==> src/rtl/fpu_issue_scheduler.sv <==
// FPU issue scheduler: one shift register of writeback reservations drives the
// port, RAW and WAW hazard checks and the retiring writeback strobe.
module fpu_issue_scheduler #(
  parameter int MAXLAT = 4,
  parameter int RW     = 5,
  parameter int LW     = 3
) (
  input  logic          clk,
  input  logic          rstn,
  input  logic          issue_valid,
  input  logic          issue_wen,
  input  logic [RW-1:0] issue_rd,
  input  logic [RW-1:0] issue_rs1,
  input  logic [RW-1:0] issue_rs2,
  input  logic          use_rs1,
  input  logic          use_rs2,
  input  logic [LW-1:0] issue_lat,
  input  logic          flush,
  output logic          hazard,
  output logic          issue_acc,
  output logic          lat_err,
  output logic          wb_valid,
  output logic [RW-1:0] wb_rd,
  output logic [LW-1:0] inflight
);

  logic          slot_v_q  [1:MAXLAT];
  logic [RW-1:0] slot_rd_q [1:MAXLAT];
  logic          slot_v_d  [1:MAXLAT];
  logic [RW-1:0] slot_rd_d [1:MAXLAT];
  logic [LW-1:0] inflight_d;
  logic [LW-1:0] inflight_q;
  logic          lat_err_q;
  logic          lat_ok;
  logic          port_hit;
  logic          raw_hit;
  logic          waw_hit;

  always_comb begin
    lat_ok   = (issue_lat != '0) && (issue_lat <= LW'(MAXLAT));
    port_hit = 1'b0;
    raw_hit  = 1'b0;
    waw_hit  = 1'b0;
    for (int k = 1; k <= MAXLAT; k++) begin
      if (slot_v_q[k]) begin
        // s[1] retires this cycle and is forwarded downstream, so RAW skips it
        if (k >= 2 && ((use_rs1 && slot_rd_q[k] == issue_rs1) ||
                       (use_rs2 && slot_rd_q[k] == issue_rs2)))
          raw_hit = 1'b1;
        if (issue_wen && k == int'(issue_lat) + 1)
          port_hit = 1'b1;
        if (issue_wen && k >= int'(issue_lat) + 1 && slot_rd_q[k] == issue_rd)
          waw_hit = 1'b1;
      end
    end
    hazard    = issue_valid & lat_ok & (port_hit | raw_hit | waw_hit);
    issue_acc = issue_valid & lat_ok & ~hazard & ~flush;
  end

  always_comb begin
    for (int k = 1; k < MAXLAT; k++) begin
      slot_v_d[k]  = slot_v_q[k+1];
      slot_rd_d[k] = slot_rd_q[k+1];
    end
    slot_v_d[MAXLAT]  = 1'b0;
    slot_rd_d[MAXLAT] = '0;
    // The new reservation lands where the shift would otherwise fill
    for (int k = 1; k <= MAXLAT; k++) begin
      if (issue_acc && issue_wen && k == int'(issue_lat)) begin
        slot_v_d[k]  = 1'b1;
        slot_rd_d[k] = issue_rd;
      end
    end
    inflight_d = '0;
    for (int k = 1; k <= MAXLAT; k++)
      inflight_d = inflight_d + LW'(slot_v_d[k]);
  end

  always_ff @(posedge clk or negedge rstn) begin
    if (!rstn) begin
      for (int k = 1; k <= MAXLAT; k++) begin
        slot_v_q[k]  <= 1'b0;
        slot_rd_q[k] <= '0;
      end
      inflight_q <= '0;
      lat_err_q  <= 1'b0;
    end else begin
      for (int k = 1; k <= MAXLAT; k++) begin
        slot_v_q[k]  <= slot_v_d[k];
        slot_rd_q[k] <= slot_rd_d[k];
      end
      inflight_q <= inflight_d;
      lat_err_q  <= issue_valid & ~lat_ok;
    end
  end

  assign wb_valid = slot_v_q[1];
  assign wb_rd    = slot_rd_q[1];
  assign inflight = inflight_q;
  assign lat_err  = lat_err_q;

endmodule

==> config.mk <==
export PLATFORM = sky130hd
export DESIGN_NAME = fpu_issue_scheduler
export DESIGN_NICKNAME = d
export VERILOG_FILES = /design/src/rtl/fpu_issue_scheduler.sv
export SDC_FILE = /design/constraint.sdc
export NUM_CORES = 1
export LEC_CHECK = 0
export ABC_AREA = 1
export CORE_AREA = 4 4 64 66
export CTS_BUF_LIST = sky130_fd_sc_hd__clkbuf_2
export DETAILED_ROUTE_END_ITERATION = 16
export DIE_AREA = 0 0 68 70
export DONT_BUFFER_PORTS = 1
export GPL_TIMING_DRIVEN = 0
export PLACE_DENSITY = 0.79
export SETUP_SLACK_MARGIN = 0.5
export SYNTH_ARGS = -nofsm -noshare
export SYNTH_HDL_FRONTEND = slang
export SYNTH_SLANG_ARGS = --single-unit
==> constraint.sdc <==
create_clock -name clk -period 4.1 [get_ports clk]
set_input_delay 0.41 -clock clk [delete_from_list [all_inputs] [get_ports clk]]
set_output_delay 0.41 -clock clk [all_outputs]
set_load 0.005 [all_outputs]
==> impl_metrics.toml, run 1 <==
[routing]
ant_nets = 0
drt_first_pass_iters = 5
wl_per_cell_um = 13.50
drt_wl_total_um = 5658
viasPerCell = 5.344
vias = 2239
drc_errors = 0
drtIter0Drc = 210

[final_layout]
fillers = 357
layout-drive-gt1-share_pct = 7.547
area_delta_synth_final_pct = 4.860
fin_nets = 407
final_common_cell = "nand2_1"
final_cell_mix = "168 x nand2_1, 44 x inv_1, 43 x nor2_1"
diodes = 0
stdcell_area_um2 = 2349

[critical_path]
required_ns = 4.38
crit_type = "reg -> reg"
critPathLaunchType = "register"
arrival_ns = 3.25
path_max_fanout = 8
cp-end-kind = "register"

[die]
chipWidth_um = 68
die-height_um = 70
pin_count = 37
core_area_um2 = 3578
initial_core_util_pct = 62.59
die_area_um2 = 4760
rows = 22

[timing]
final.min_clock_period_ns = 2.969
fin_setup_tns_ns = 0
worst_slack_ns = 1.131
grt_setup_unrepaired = "false"
fmax_ghz = 0.3368
max_slew.worst_pin.slew_ns = 0.5267
drv_slew = 0
holdWs_ns = 0.1479
relSlewSlack_pct = 64.75
setup_viol = 0
finalHoldViolCount = 0
fin_skew_ns = 0.005294
timing.final.crit_share_pct = 72.41

[synth]
synth.distinct_cells = 23
netlist_instances = 365
netlist_top_cells_area = "dfrtp_1 31%, nand2_1 28%, inv_1 7.4%"
syn_area_per_cell_um2 = 6.136
seq_area_frac_synth_pct = 31.28
syn-num-nets = 400
syn_area_um2 = 2240
synth_top_area_share_pct = 31.28
yosysTopAreaCell = "dfrtp_1"
synth_warnings = 0
ys_ff_latch = 28

[global_route]
grt_overflow = 0
antenna_found_initial = 0
grt_max_degree = 29
grt_pass1_vias = 2122
grt_usage_pct = 25.44
grt_first_pass_wirelength_um = 9411

[placement]
place_ws_ns = 0.7807
place_congestion = 0.9244
dp_hpwl_um = 4652
dpl_cell_area_um2 = 2300
port_buffers = 0

[clock_network]
clkSinkCount = 28
cts_tree = "done"
clk_latency_ns = 0.35
ctsLongestPathBuffers = 2
cts.root.buffer_cell = "clkbuf_2"
clkTransAtPathRegs_ns = 0.26
cts_buffers = 3
cts_resized = 0
h-tree-depth = 1

[worst_hold_path]
hold_path_class = "in -> reg"

[outcome]
status = "finished, final reports clean"

[run]
maxCapViolations = 0

[pwr]
powerDensity_nw_per_um2 = 202.1
total_power_mw = 0.4747
vdd_ir_drop_max_v = 0.0001863
power_leakage_nw = 1.395
[final timing paths]
kind | start | end | slack (ns) | cells after the start
max in group asynchronous | rstn | wb_rd[4] | 3.50 | 2
hold reg to reg | slot_rd_q[5] | slot_rd_q[10] | 0.59 | 2
hold / removal | issue_valid | lat_err | 0.15 | 2
setup reg to reg | slot_rd_q[12] | inflight[1] | 1.13 | 14
min in group asynchronous | rstn | wb_rd[3] | 0.45 | 2
setup / recovery | slot_rd_q[12] | inflight[1] | 1.13 | 14
[per-layer routing]
metal / GRT usage, % / part of all wire [%] / up-vias
li1: - / - / 1131
met1: 35.68 / 44 / 1015
met2: 41.86 / 50 / 91
met3: 3.055 / 6.7 / 2
met4: 4.636 / 0.25 / 0
met5: 0 / 0 / -
[layout make-up]
class | count | area [µm²] | area share, %
inverters | 50 | 187.7 | 7.991
well taps | 48 | 60.06 | 2.557
flip-flops and latches | 28 | 700.7 | 29.83
plain buffers | 12 | 96.34 | 4.102
clock inverters | 1 | 3.754 | 0.1598
repair buffers | 2 | 30.03 | 1.279
multi-input cells | 275 | 1255 | 53.44
clock buffers | 3 | 15.01 | 0.6393
[worst max-delay path, cell delays in order (launching register included)]
cell,delay [ns]
dfrtp_1,0.49
inv_1,0.13
nand2_1,0.08
o21ai_1,0.08
nor2_1,0.05
nand3_1,0.06
nand2_1,0.08
nand2_1,0.08
nand3_2,0.11
nor3_4,0.40
nand3_2,0.27
inv_1,0.20
fa_1,0.41
ha_1,0.20
ha_1,0.27
[kinds of logic (layout without fill, tap and decap cells)]
kind of cell | after synthesis | after routing | synth area share (%)
AND/OR/NAND/NOR | 252 | 252 | 46.70
buffers and inverters | 62 | 68 | 12.68
flip-flops | 28 | 28 | 31.28
AO/OA/AOI/OAI | 11 | 11 | 2.625
adder cells (fa/ha/maj) | 10 | 10 | 5.922
XOR/XNOR | 2 | 2 | 0.7823
[synthesized netlist by cell type (all sizes together)]
library cell / count
inv: 50
o21ai: 9
nand3: 14
buf: 11
nand4: 19
a21oi: 2
clkbuf: 1
nor3: 5
nor2: 45
dfrtp: 28
fa: 1
ha: 9
nand2: 169
xor2: 2
[flip-flops by register name, summed over array words and instances, names as in the netlist]
name / count
slot_v_q: 3
slot_rd_q: 15
lat_err: 1
inflight: 3
wb_valid: 1
wb_rd: 5
[timing repair]
| item | CTS | global route |
|---|---|---|
| hold buffers | 2 | 0 |
| hold endpoints to repair | 28 | 0 |
| setup buffers | 0 | 0 |
[power breakdown]
part	switching, mW	total (mW)	internal [mW]
registers	0.00341	0.284	0.281
logic	0.0572	0.0895	0.0323
clock network	0.0800	0.101	0.0212
total	0.141	0.475	0.334
[metrics by stage]
step                      cells  util (%)
after floorplan             365         -
after detailed placement    413     64.27
after global routing        419     65.63
after CTS                   419     65.63
final                       419     65.63
after global placement      413     64.27
No activity file was read; power rests on OpenSTA's default activity.
==> run 2, diff against run 1 <==
--- a/config.mk
+++ b/config.mk
@@ -6,13 +6,13 @@
 export NUM_CORES = 1
 export LEC_CHECK = 0
 export ABC_AREA = 1
-export CORE_AREA = 4 4 64 66
+export CORE_AREA = 4 4 67 69
 export CTS_BUF_LIST = sky130_fd_sc_hd__clkbuf_2
 export DETAILED_ROUTE_END_ITERATION = 16
-export DIE_AREA = 0 0 68 70
+export DIE_AREA = 0 0 71 73
 export DONT_BUFFER_PORTS = 1
 export GPL_TIMING_DRIVEN = 0
-export PLACE_DENSITY = 0.79
+export PLACE_DENSITY = 0.76
 export SETUP_SLACK_MARGIN = 0.5
 export SYNTH_ARGS = -nofsm -noshare
 export SYNTH_HDL_FRONTEND = slang
==> constraint.sdc (replaced) <==
create_clock -name clk -period 2.6 [get_ports clk]
set_input_delay 0.26 -clock clk [delete_from_list [all_inputs] [get_ports clk]]
set_output_delay 0.26 -clock clk [all_outputs]
set_load 0.005 [all_outputs]
==> run 2 against run 1 <==
The flow now finishes with violations (negative hold slack, negative setup slack). Combinational power increased by 110%. Critical path depth rose by 1. Routed wire length up 38%. Count of clock-buffer cells in the layout did not move. Critical path type unchanged.
==> impl_metrics.toml, run 2 (same netlist as run 1, synthesis figures left out) <==
[outcome]
violations = "negative hold slack, negative setup slack"
status = "finished, violations left"

[timing]
fin_setup_tns_ns = -0.3749
holdWs_ns = -0.01101
fin_skew_ns = 0.003059
timing.final.crit_share_pct = 106.5
fmax_ghz = 0.3611
final.min_clock_period_ns = 2.769
grt_setup_unrepaired = "true"
drv_slew = 0
worst_slack_ns = -0.1693
setup_viol = 5
finalHoldViolCount = 1
max_slew.worst_pin.slew_ns = 0.5317
relSlewSlack_pct = 64.42

[routing]
drt_wl_total_um = 7793
drc_errors = 0
wl_per_cell_um = 16.76
drt_first_pass_iters = 5
vias = 2657
viasPerCell = 5.714
ant_nets = 0
drtIter0Drc = 221

[global_route]
antenna_found_initial = 0
grt_first_pass_wirelength_um = 11190
grt_max_degree = 29
grt_pass1_vias = 2417
grt_overflow = 0
grt_usage_pct = 27.49

[pwr]
power_leakage_nw = 1.643
p_clk_share_pct = 30.2
switching_share_pct = 28.81
pwr-share-comb_pct = 20.8
powerDensity_nw_per_um2 = 307.5
vdd_ir_drop_max_v = 0.0003422
net-switching-power_mw = 0.2637
power_frac_seq_pct = 49.0
p_int_mw = 0.6517

[critical_path]
r2r-start = "slot_rd_q[8]"
arrival_ns = 3.14
r2r-end = "inflight[1]"
path_max_fanout = 6
required_ns = 2.97
cp-end-kind = "register"
r2r_cells = 15
critPathLaunchType = "register"
r2r_setup_slack_ns = -0.17
crit_type = "reg -> reg"

[clock_network]
cts_tree = "done"
clkSinkCount = 28
h-tree-depth = 1
cts.root.buffer_cell = "clkbuf_2"
clk_latency_ns = 0.40
ctsLongestPathBuffers = 2
cts_buffers = 3
clkTransAtPathRegs_ns = 0.28

[die]
die_area_um2 = 5183
rows = 23
core_area_um2 = 3914
die-height_um = 73
chipWidth_um = 71
initial_core_util_pct = 57.23
pin_count = 37

[final_layout]
stdcell_area_um2 = 2977
diodes = 0
largest-register = "slot_rd_q"
layout-drive-gt1-share_pct = 30.12
fin_nets = 451
finish.utilization_pct = 76.05
final_common_cell = "nand2_1"
largest_register_ffs = 15
area_delta_synth_final_pct = 32.90
final_cell_mix = "146 x nand2_1, 40 x nor2_1, 30 x inv_1"

[worst_hold_path]
hold_path_class = "in -> reg"
hp-start = "issue_rd[4]"
hold_depth = 2
min_delay_worst_endpoint = "slot_rd_q[4]"

[placement]
port_buffers = 0
dp_hpwl_um = 4576
dpl_cell_area_um2 = 2356
place_ws_ns = -0.3357
place_congestion = 0.9635

[run]
maxCapViolations = 0
==> run 2: cell types whose count changed in the layout (fill, tap and decap cells not counted), sizes merged <==
cell | before | now
buf | 12 | 53
bufinv | 0 | 1
dlygate4sd3 | 1 | 4
clkinv | 1 | 0
==> run 2: worst max-delay path, stage by stage, from the launching register on <==
cell and delay, ns:
dfrtp_2 0.52, inv_2 0.08, nand2_1 0.06, nand2_1 0.08, nor2_1 0.06, nand3_1 0.10
nand2_1 0.08, o21ai_2 0.17, nand2_2 0.10, buf_6 0.13, nor3_4 0.26, nand3_4 0.12
inv_2 0.09, fa_1 0.45, ha_4 0.19, ha_4 0.25
==> run 2: cell type report <==
class	instances	area (µm²)
sequential	28	710.7
tap	50	62.56
fill	318	937.1
clock buffer	3	15.01
multi-input combinational	275	1420
timing repair buffer	46	454.2
inverter	50	187.7
clock inverter	1	30.03
buffer	12	96.34
==> run 2: worst max-delay path by stage <==
stage,startpoint,end,slack [ns],depth (start not counted)
final,slot_rd_q[8],inflight[1],-0.17,15
after global routing,wb_rd[3],inflight[1],-0.25,15
after CTS,slot_rd_q[1],inflight[1],0.08,16
after detailed placement,issue_lat[0],inflight[1],-0.34,15
after global placement,issue_lat[0],inflight[1],-0.26,15
after floorplan,issue_lat[0],inflight[1],0.03,15
==> run 2: through the flow <==
| step | std cells | total power [mW] |
|---|---|---|
| finish | 465 | 0.9154 |
| detailed placement | 415 | 0.5894 |
| global placement | 415 | 0.5876 |
| global route | 465 | 0.9578 |
| floorplan | 365 | 0.5630 |
| CTS | 454 | 0.8839 |
==> run 2: per-layer routing <==
layer | track usage (%) | vias up | routed length (µm)
li1 | - | 1218 | -
met4 | 13.78 | 0 | 509
met2 | 46.24 | 184 | 3592
met3 | 3.857 | 52 | 770
met5 | 0 | - | 0
met1 | 34.63 | 1203 | 2921
==> run 2: power groups by stage <==
stage	Sequential, mW	Combinational [mW]	Clock [mW]
final	0.449	0.190	0.276
after floorplan	0.453	0.110	0
after global placement	0.455	0.132	0
after CTS	0.448	0.166	0.270
after detailed placement	0.455	0.134	0
after global routing	0.450	0.210	0.298
==> run 2: what timing repair did <==
item                                    in CTS  in global routing
setup buffers                               30                 10
hold buffers                                 4                  1
pin swaps                                   16                 31
endpoints found under the setup margin       5                 21
cloned                                       1                  0
hold endpoints to repair                    31                  1
gates resized for setup                     21                 58
